## src/rtl/hazard_detect_pkg.sv

```systemverilog
`default_nettype none
// ============================================================================
// Module      : hazard_detect_pkg
// Description : Shared pipeline definitions: control FSM states, forwarding
//               select encodings and the in-flight scoreboard entry record.
// Ports       : (package, none)
// Revision    : 1.0 - initial release
// ============================================================================
package hazard_detect_pkg;

  localparam int unsigned REG_W = 5;
  localparam int unsigned CNT_W = 16;

  // Pipeline control FSM.
  typedef enum logic [0:0] {
    ST_IDLE = 1'b0,
    ST_RUN  = 1'b1
  } state_e;

  // Operand source selects used by the forwarding unit.
  typedef enum logic [1:0] {
    FWD_RF  = 2'b00,  // register file
    FWD_WB  = 2'b01,  // MEM/WB result
    FWD_MEM = 2'b10   // EX/MEM result
  } fwd_sel_e;

  // One in-flight instruction as seen by the hazard logic.
  typedef struct packed {
    logic             valid;
    logic [REG_W-1:0] rd;
    logic             reg_write;
    logic             mem_read;
  } sb_entry_t;

  localparam sb_entry_t SB_EMPTY = '0;

endpackage
`default_nettype wire

```

## src/rtl/hazard_match.sv

```systemverilog
`default_nettype none
// ============================================================================
// Module      : hazard_match
// Description : Compares one ID source operand with one scoreboard entry.
//               A match needs the operand to be really read, the entry to be
//               a live register write, equal register numbers, and a
//               destination other than $0 (which is never written).
// Ports       : src_use_i          - ID instruction valid and reads this source
//               src_reg_i          - source register number
//               entry_valid_i      - entry holds a real instruction
//               entry_rd_i         - entry destination register
//               entry_reg_write_i  - entry writes the register file
//               match_o            - dependence detected
// Revision    : 1.0 - initial release
// ============================================================================
module hazard_match
  import hazard_detect_pkg::*;
(
  input  logic             src_use_i,
  input  logic [REG_W-1:0] src_reg_i,
  input  logic             entry_valid_i,
  input  logic [REG_W-1:0] entry_rd_i,
  input  logic             entry_reg_write_i,
  output logic             match_o
);

  assign match_o = src_use_i & entry_valid_i & entry_reg_write_i
                 & (src_reg_i == entry_rd_i) & (src_reg_i != '0);

endmodule
`default_nettype wire

```

## src/rtl/hazard_detect.sv

```systemverilog
`default_nettype none
// ============================================================================
// Module      : hazard_detect
// Description : Pipeline hazard detection unit. Tracks the instructions in EX
//               and MEM in a two-entry scoreboard and stalls ID on load-use
//               dependences and on branches (resolved in ID) whose operands
//               are not yet available. Counts stall cycles (saturating).
// Ports       : clk_i, rst_i (async, active-high), start_i (pipeline enable)
//               ID_*_i             - decoded fields of the instruction in ID
//               pc_write_o         - PC load enable
//               if_id_write_o      - IF/ID load enable
//               id_ex_bubble_o     - force zero control into ID/EX
//               if_id_flush_o      - squash IF/ID on a taken branch
//               stall_cnt_o        - stall cycles since reset
// Revision    : 1.0 - initial release
// ============================================================================
module hazard_detect
  import hazard_detect_pkg::*;
(
  input  logic             clk_i,
  input  logic             rst_i,
  input  logic             start_i,
  input  logic             ID_valid_i,
  input  logic [REG_W-1:0] ID_rs_i,
  input  logic [REG_W-1:0] ID_rt_i,
  input  logic             ID_use_rs_i,
  input  logic             ID_use_rt_i,
  input  logic [REG_W-1:0] ID_rd_i,
  input  logic             ID_RegWrite_i,
  input  logic             ID_MemRead_i,
  input  logic             ID_branch_i,
  input  logic             ID_branch_taken_i,
  output logic             pc_write_o,
  output logic             if_id_write_o,
  output logic             id_ex_bubble_o,
  output logic             if_id_flush_o,
  output logic [CNT_W-1:0] stall_cnt_o
);

  state_e           state_q, state_d;
  sb_entry_t        ex_q, ex_d;
  sb_entry_t        mem_q, mem_d;
  logic [CNT_W-1:0] stall_cnt_q, stall_cnt_d;

  logic m_rs_ex, m_rt_ex, m_rs_mem, m_rt_mem;
  logic load_use_stall, branch_stall, stall;

  hazard_match u_match_rs_ex (
    .src_use_i        (ID_valid_i & ID_use_rs_i),
    .src_reg_i        (ID_rs_i),
    .entry_valid_i    (ex_q.valid),
    .entry_rd_i       (ex_q.rd),
    .entry_reg_write_i(ex_q.reg_write),
    .match_o          (m_rs_ex)
  );

  hazard_match u_match_rt_ex (
    .src_use_i        (ID_valid_i & ID_use_rt_i),
    .src_reg_i        (ID_rt_i),
    .entry_valid_i    (ex_q.valid),
    .entry_rd_i       (ex_q.rd),
    .entry_reg_write_i(ex_q.reg_write),
    .match_o          (m_rt_ex)
  );

  hazard_match u_match_rs_mem (
    .src_use_i        (ID_valid_i & ID_use_rs_i),
    .src_reg_i        (ID_rs_i),
    .entry_valid_i    (mem_q.valid),
    .entry_rd_i       (mem_q.rd),
    .entry_reg_write_i(mem_q.reg_write),
    .match_o          (m_rs_mem)
  );

  hazard_match u_match_rt_mem (
    .src_use_i        (ID_valid_i & ID_use_rt_i),
    .src_reg_i        (ID_rt_i),
    .entry_valid_i    (mem_q.valid),
    .entry_rd_i       (mem_q.rd),
    .entry_reg_write_i(mem_q.reg_write),
    .match_o          (m_rt_mem)
  );

  // ALU consumers get a forwarded EX/MEM value, so only a load in EX hurts.
  // A branch compares in ID, so it must wait for any producer in EX and for
  // a load that is still in MEM.
  assign load_use_stall = (m_rs_ex | m_rt_ex) & ex_q.mem_read;
  assign branch_stall   = ID_branch_i
                        & ((m_rs_ex | m_rt_ex) | ((m_rs_mem | m_rt_mem) & mem_q.mem_read));
  assign stall          = load_use_stall | branch_stall;

  always_ff @(posedge clk_i or posedge rst_i) begin
    if (rst_i) begin
      state_q     <= ST_IDLE;
      ex_q        <= SB_EMPTY;
      mem_q       <= SB_EMPTY;
      stall_cnt_q <= '0;
    end else begin
      state_q     <= state_d;
      ex_q        <= ex_d;
      mem_q       <= mem_d;
      stall_cnt_q <= stall_cnt_d;
    end
  end

  always_comb begin
    state_d        = state_q;
    ex_d           = ex_q;
    mem_d          = mem_q;
    stall_cnt_d    = stall_cnt_q;
    pc_write_o     = 1'b0;
    if_id_write_o  = 1'b0;
    id_ex_bubble_o = 1'b1;
    if_id_flush_o  = 1'b0;

    case (state_q)
      ST_IDLE: begin
        ex_d  = SB_EMPTY;
        mem_d = SB_EMPTY;
        if (start_i) state_d = ST_RUN;
      end
      ST_RUN: begin
        mem_d = ex_q;
        if (stall) begin
          // Held instruction stays in ID; a bubble goes down the pipe.
          ex_d = SB_EMPTY;
          if (stall_cnt_q != '1) stall_cnt_d = stall_cnt_q + 1'b1;
        end else begin
          ex_d           = '{valid: ID_valid_i, rd: ID_rd_i,
                             reg_write: ID_RegWrite_i, mem_read: ID_MemRead_i};
          pc_write_o     = 1'b1;
          if_id_write_o  = 1'b1;
          id_ex_bubble_o = 1'b0;
          if_id_flush_o  = ID_valid_i & ID_branch_i & ID_branch_taken_i;
        end
        if (!start_i) state_d = ST_IDLE;
      end
      default: state_d = ST_IDLE;
    endcase
  end

  assign stall_cnt_o = stall_cnt_q;

endmodule
`default_nettype wire
```

## config.mk

```make
export PLATFORM = sky130hd
export DESIGN_NAME = hazard_detect
export DESIGN_NICKNAME = d
export VERILOG_FILES = /design/src/rtl/hazard_detect_pkg.sv /design/src/rtl/hazard_match.sv /design/src/rtl/hazard_detect.sv
export SDC_FILE = /design/constraint.sdc
export NUM_CORES = 1
export LEC_CHECK = 0
export ABC_CLOCK_PERIOD_IN_PS = 4350
export CAP_MARGIN = 40
export CORE_MARGIN = 1.5
export CORE_UTILIZATION = 52
export DETAILED_ROUTE_END_ITERATION = 12
export PLACE_DENSITY_LB_ADDON = 0.1
export SYNTH_ARGS = -nofsm -noshare
export SYNTH_HDL_FRONTEND = slang
export SYNTH_HIERARCHICAL = 1
export SYNTH_SLANG_ARGS = --single-unit
```

## constraint.sdc

```tcl
create_clock -name clk_i -period 4.35 [get_ports clk_i]
set_input_delay 0.6525 -clock clk_i [delete_from_list [all_inputs] [get_ports clk_i]]
set_output_delay 0.6525 -clock clk_i [all_outputs]
set_load 0.02 [all_outputs]
```

==> results of run 1 <==
cells by family after synthesis:
group / count (synthesis) / share of synthesized area (%)
XOR/XNOR: 27 / 13.8
flip-flops: 33 / 48.1
AO/OA/AOI/OAI: 15 / 6.92
buffers and inverters: 5 / 1.31
multiplexers: 5 / 3.50
AND/OR/NAND/NOR: 74 / 25.7
adder cells (fa/ha/maj): 1 / 0.729
routing by layer:
layer  vias up  part of all wire [%]  track usage [%]
met4         0                  0.82             7.14
met2        41                    49             40.2
met5         -                     0                0
li1        671                     -                -
met1       683                    44             28.0
met3         4                   6.0             6.18
state kept, by name, summed over array words and instances, names as in the netlist:
register	count
stall_cnt_o	16
state_q	1
mem_q	8
ex_q	8
cell type report:
type | count | area (sq um)
Clock buffer | 6 | 51.3
Clock inverter | 1 | 7.51
Fill cell | 260 | 828
Inverter | 3 | 11.3
Multi-Input combinational cell | 122 | 868
Sequential cell | 33 | 826
Tap cell | 44 | 55.1
Timing Repair Buffer | 46 | 455
synthesized netlist by cell type (all sizes together):
cell type,number,share of area [%]
buf,1,0.44
nand2,11,2.4
nor4b,1,0.87
clkbuf,1,0.22
nand4,7,2.9
o22a,1,0.51
mux2,5,3.5
ha,1,0.73
o41ai,4,2.0
nor2,8,1.9
xor2,9,4.6
inv,3,0.66
o21bai,1,0.44
or2,1,0.36
nand3,12,3.5
dfrtp,33,48
and3,1,0.36
a211oi,4,1.7
o21ai,3,1.1
nor3,4,1.2
xnor2,18,9.2
o2111ai,1,0.51
nand2b,1,0.36
and2,18,6.6
nor4,6,3.1
o211a,1,0.58
nor3b,2,1.2
and4,2,1.0
worst register-to-register path, delay by kind of cell, from the launching register on:
kind	cells	cell delay, ns
XOR/XNOR	1	0.16
AND/OR/NAND/NOR	2	0.41
flip-flops	1	0.41
AO/OA/AOI/OAI	3	0.77
multiplexers	1	0.36
stage by stage:
stage | util, % | cells | total power, mW | hold WS, ns | setup WS, ns
floorplan | - | 160 | 0.357 | 0.454 | 1.30
global placement | 71.4 | 248 | 0.393 | 0.483 | 0.679
detailed placement | 71.4 | 248 | 0.396 | 0.476 | 0.612
CTS | 73.3 | 255 | 0.575 | 0.500 | 0.562
global route | 73.3 | 255 | 0.592 | 0.523 | 0.421
finish | 73.3 | 255 | 0.568 | 0.497 | 0.573
final timing paths:
check                      startpoint  slack (ns)  cells past startpoint         endpoint
setup / recovery           ID_rs_i[1]        0.57                      8    if_id_flush_o
hold / removal                ex_q[0]        0.50                      1         mem_q[0]
setup reg to reg             mem_q[2]        2.15                      7  stall_cnt_o[14]
hold reg to reg               ex_q[0]        0.50                      1         mem_q[0]
max in group asynchronous       rst_i        3.35                      3          ex_q[7]
min in group asynchronous       rst_i        0.68                      3   stall_cnt_o[9]
power by group through the flow:
| stage | registers, mW | logic [mW] | clock network (mW) |
|---|---|---|---|
| final | 0.322 | 0.0678 | 0.179 |
| after global routing | 0.323 | 0.0735 | 0.196 |
| after CTS | 0.322 | 0.0683 | 0.185 |
| after detailed placement | 0.328 | 0.0678 | 0 |
| after global placement | 0.327 | 0.0659 | 0 |
| after floorplan | 0.325 | 0.0321 | 0 |
==> flow_metrics.tcl, run 1 <==
set metrics [dict create \
    status "finished clean" \
    final_nets 237 \
    required_ns 3.70 \
    period_needed_ns 3.78 \
    path_buf_inv 2 \
    leakagePower_nw 0.971 \
    switching_share_pct 24.5 \
    ys_warn_count 6 \
    dp_hpwl_microns 2830 \
    post-cts-setup-buffers 0 \
    syn-cell-area_sq_um 1720 \
    final_common_cell "clkdlybuf4s50_1" \
    endpoint_kind "output pin" \
    cts.hold.buffers_added 0 \
    slew_violations 0 \
    std_cell_rows 20 \
    fin_skew_ns 0.0147 \
    hp-class "register to register" \
    cp-start-kind "input port" \
    placed_area_sq_um 2220 \
    cts_tree "done" \
    combPwrFrac_pct 11.9 \
    synth_area_per_cell_sq_um 10.7 \
    rsz0062_at_grt "no" \
    die_y_microns 60.5 \
    final_cell_mix "clkdlybuf4s50_1, dfrtp_1, xnor2_1, and2_1, nand3_1" \
    slowest_delay_ns 0.59 \
    vias 1399 \
    core-area_sq_um 3100 \
    grt_util_all_layers_pct 23.1 \
    internal_power_uw 429 \
    drc 0 \
    final_area_sq_um 2270 \
    drive_above_1_share_pct 9.48 \
    grt_pass1_wl_microns 6130 \
    post-route-period-util_pct 86.8 \
    diodes 0 \
    maxCapViolCount 0 \
    powerDensity_nw_per_um2 250 \
    yosysSeqAreaShare_pct 48.1 \
    post_cts_resize_count 0 \
    relSlewSlack_pct 58.5 \
    grt_pass1_vias 1390 \
    crit_chain "clkdlybuf4s50_1 -> o41ai_1 -> a211oi_1 -> o211a_1 -> nor3b_2 -> and2_1 -> and3_1 -> clkdlybuf4s50_1" \
    cts_buffers 5 \
    p_clk_share_pct 31.4 \
    worstSetupPathType "input port to output pin" \
    crit_arrival_ns 3.12 \
    clock_path_buffers 2 \
    ant_nets 0 \
    fin_setup_tns_ns 0 \
    clkTransAtPathRegs_ns 0.10 \
    gp_congestion 0.889 \
    start_util_pct 55.3 \
    hold_viol 0 \
    cts-root-buf "clkbuf_4" \
    port_buffers 44 \
    worstMarginPinSlew_ns 0.617 \
    ios 45 \
    seqPwrFrac_pct 56.6 \
    drt-vias-per-instance 5.49 \
    cp_top_family "buffers and inverters" \
    htreeDepth 2 \
    cts_sinks 33 \
    drt_pass1_iterations 4 \
    syn2layout_area_growth_pct 32.5 \
    die_w_microns 60.5 \
    cpMaxStageDelayCell "clkdlybuf4s50_1" \
    grt.overflow.total 0 \
    synthesis.nets 186 \
    peakVddDrop_v 0.000155 \
    crit_top_cell "clkdlybuf4s50_1" \
    first_iter_violations 74 \
    antenna_found_initial 0 \
    grt_max_degree 34 \
    synth_cell_types 34 \
    syn_inst 160 \
    clk-insertion-delay-late_ns 0.34 \
    synth-seq-cells 33 \
    max_freq_mhz 265 \
    finalSetupViolCount 0 \
    routedWlPerCell_microns 14.8 \
    die_area_sq_um 3650 \
    p_sw_uw 139 \
    path_max_fanout 4 \
    wirelength_microns 3780 \
]
(Power assumes the default switching activity.)
==> run 2, diff against run 1 <==
--- a/config.mk
+++ b/config.mk
@@ -5,12 +5,13 @@
 export SDC_FILE = /design/constraint.sdc
 export NUM_CORES = 1
 export LEC_CHECK = 0
-export ABC_CLOCK_PERIOD_IN_PS = 4350
+export ABC_CLOCK_PERIOD_IN_PS = 4000
 export CAP_MARGIN = 40
 export CORE_MARGIN = 1.5
-export CORE_UTILIZATION = 52
+export CORE_UTILIZATION = 48
 export DETAILED_ROUTE_END_ITERATION = 12
 export PLACE_DENSITY_LB_ADDON = 0.1
+export SLEW_MARGIN = 0
 export SYNTH_ARGS = -nofsm -noshare
 export SYNTH_HDL_FRONTEND = slang
 export SYNTH_HIERARCHICAL = 1
==> constraint.sdc (replaced) <==
create_clock -name clk_i -period 4 [get_ports clk_i]
set_input_delay 0.6 -clock clk_i [delete_from_list [all_inputs] [get_ports clk_i]]
set_output_delay 0.6 -clock clk_i [all_outputs]
set_load 0.02 [all_outputs]
==> flow_metrics.tcl, run 2 (synthesis gave the netlist of run 1 again) <==
set metrics [dict create \
    final_common_cell "clkdlybuf4s50_1" \
    crit_chain "clkdlybuf4s50_1 -> o41ai_1 -> a211oi_1 -> o22a_1 -> nor3b_2 -> and2_1 -> and3_1 -> clkdlybuf4s50_1" \
    final-seq-area_sq_um 826 \
    peakVddDrop_v 0.000163 \
    post-cts-setup-buffers 0 \
    cts_tree "done" \
    reg2reg_from "mem_q[2]" \
    htreeDepth 2 \
    core-area_sq_um 3390 \
    ios 45 \
    routedWlPerCell_microns 14.8 \
    post_cts_resize_count 0 \
    gp_congestion 0.817 \
    path_max_fanout 4 \
    cts-root-buf "clkbuf_4" \
    std_cell_rows 21 \
    hold_viol 0 \
    post-route-period-util_pct 92.7 \
    start_util_pct 50.6 \
    relSlewSlack_pct 60.7 \
    grt.overflow.total 0 \
    placed_area_sq_um 2220 \
    worstMarginPinSlew_ns 0.585 \
    drive_above_1_share_pct 9.43 \
    drt-vias-per-instance 5.43 \
    crit_arrival_ns 3.11 \
    cts_buffers 5 \
    multi_input_area_sq_um 868 \
    clkTransAtPathRegs_ns 0.09 \
    fin_skew_ns 0.00760 \
    fin_setup_tns_ns 0 \
    postLayoutCoreUtil_pct 67.0 \
    grt_max_degree 34 \
    vias 1401 \
    finalSetupViolCount 0 \
    required_ns 3.40 \
    cts_sinks 33 \
    grt_util_all_layers_pct 21.1 \
    powerDensity_nw_per_um2 265 \
    dp_hpwl_microns 2870 \
    ant_nets 0 \
    fill_cells 276 \
    cp-start-kind "input port" \
    cp-startpoint "ID_rs_i[0]" \
    status "finished clean" \
    worstSetupPathType "input port to output pin" \
    rsz0062_at_grt "no" \
    crit_top_cell "clkdlybuf4s50_1" \
    final_area_sq_um 2270 \
    rr_worst_depth 7 \
    whs_ns 0.505 \
    finalPower_uw 602 \
    whs_endpoint "mem_q[0]" \
    cpMaxStageDelayCell "clkdlybuf4s50_1" \
    drt_pass1_iterations 4 \
    holdCritStartpoint "ex_q[0]" \
    final_nets 237 \
    whs_path_depth 1 \
    die_area_sq_um 3940 \
    port_buffers 44 \
    drc 0 \
    clk-insertion-delay-late_ns 0.33 \
    max_freq_mhz 270 \
    path_buf_inv 2 \
    cp_top_family "buffers and inverters" \
    die_y_microns 62.8 \
    period_needed_ns 3.71 \
    slew_violations 0 \
    leakagePower_nw 0.973 \
    die_w_microns 62.8 \
    clock_path_buffers 2 \
    grt_pass1_vias 1448 \
    largest_reg_flops 16 \
    hp-class "register to register" \
    cts.hold.buffers_added 0 \
    wirelength_microns 3830 \
    grt_pass1_wl_microns 6480 \
    first_iter_violations 64 \
    final_cell_mix "clkdlybuf4s50_1, dfrtp_1, xnor2_1, and2_1, nand3_1" \
    diodes 0 \
    endpoint_kind "output pin" \
    slowest_delay_ns 0.59 \
    maxCapViolCount 0 \
    syn2layout_area_growth_pct 32.2 \
    rrSetupSlack_ns 1.75 \
    r2r_end "stall_cnt_o[14]" \
    antenna_found_initial 0 \
]
==> run 2: changes by cell type in the layout (fill, tap and decap cells not counted), sizes merged <==
| cell | before | now |
|---|---|---|
| clkinv | 0 | 2 |
| clkinvlp | 1 | 0 |
==> run 2: layout make-up <==
type,count,area share [%]
Multi-Input combinational cell,122,38.3
Sequential cell,33,36.4
Timing Repair Buffer,46,20.1
Clock buffer,6,1.82
Tap cell,46,2.54
Clock inverter,2,0.441
Inverter,3,0.496
==> run 2: metal layers <==
layer / track usage, % / part of all wire, % / vias to the layer above
li1: - / - / 673
met1: 24.2 / 41 / 675
met2: 37.4 / 52 / 45
met3: 5.59 / 5.3 / 8
met4: 8.61 / 2.0 / 0
met5: 0 / 0 / -
==> run 2: power by group <==
group / internal, mW / switching [mW] / total, mW
combinational: 0.0428 / 0.0318 / 0.0746
sequential: 0.341 / 0.00769 / 0.349
clock: 0.0669 / 0.111 / 0.178
==> run 2: worst max path at each step <==
stage,end,slack (ns),depth (start not counted)
5_1_grt,if_id_flush_o,0.16,8
4_1_cts,if_id_flush_o,0.26,8
2_1_floorplan,if_id_flush_o,1.06,6
6_report,if_id_flush_o,0.29,8
3_5_place_dp,if_id_flush_o,0.27,8
3_3_place_gp,if_id_flush_o,0.42,8
==> run 2: per-stage QoR <==
stage	std cells	setup WS, ns
3_5_place_dp	250	0.273
2_1_floorplan	160	1.06
4_1_cts	258	0.263
6_report	258	0.293
3_3_place_gp	250	0.420
5_1_grt	258	0.159
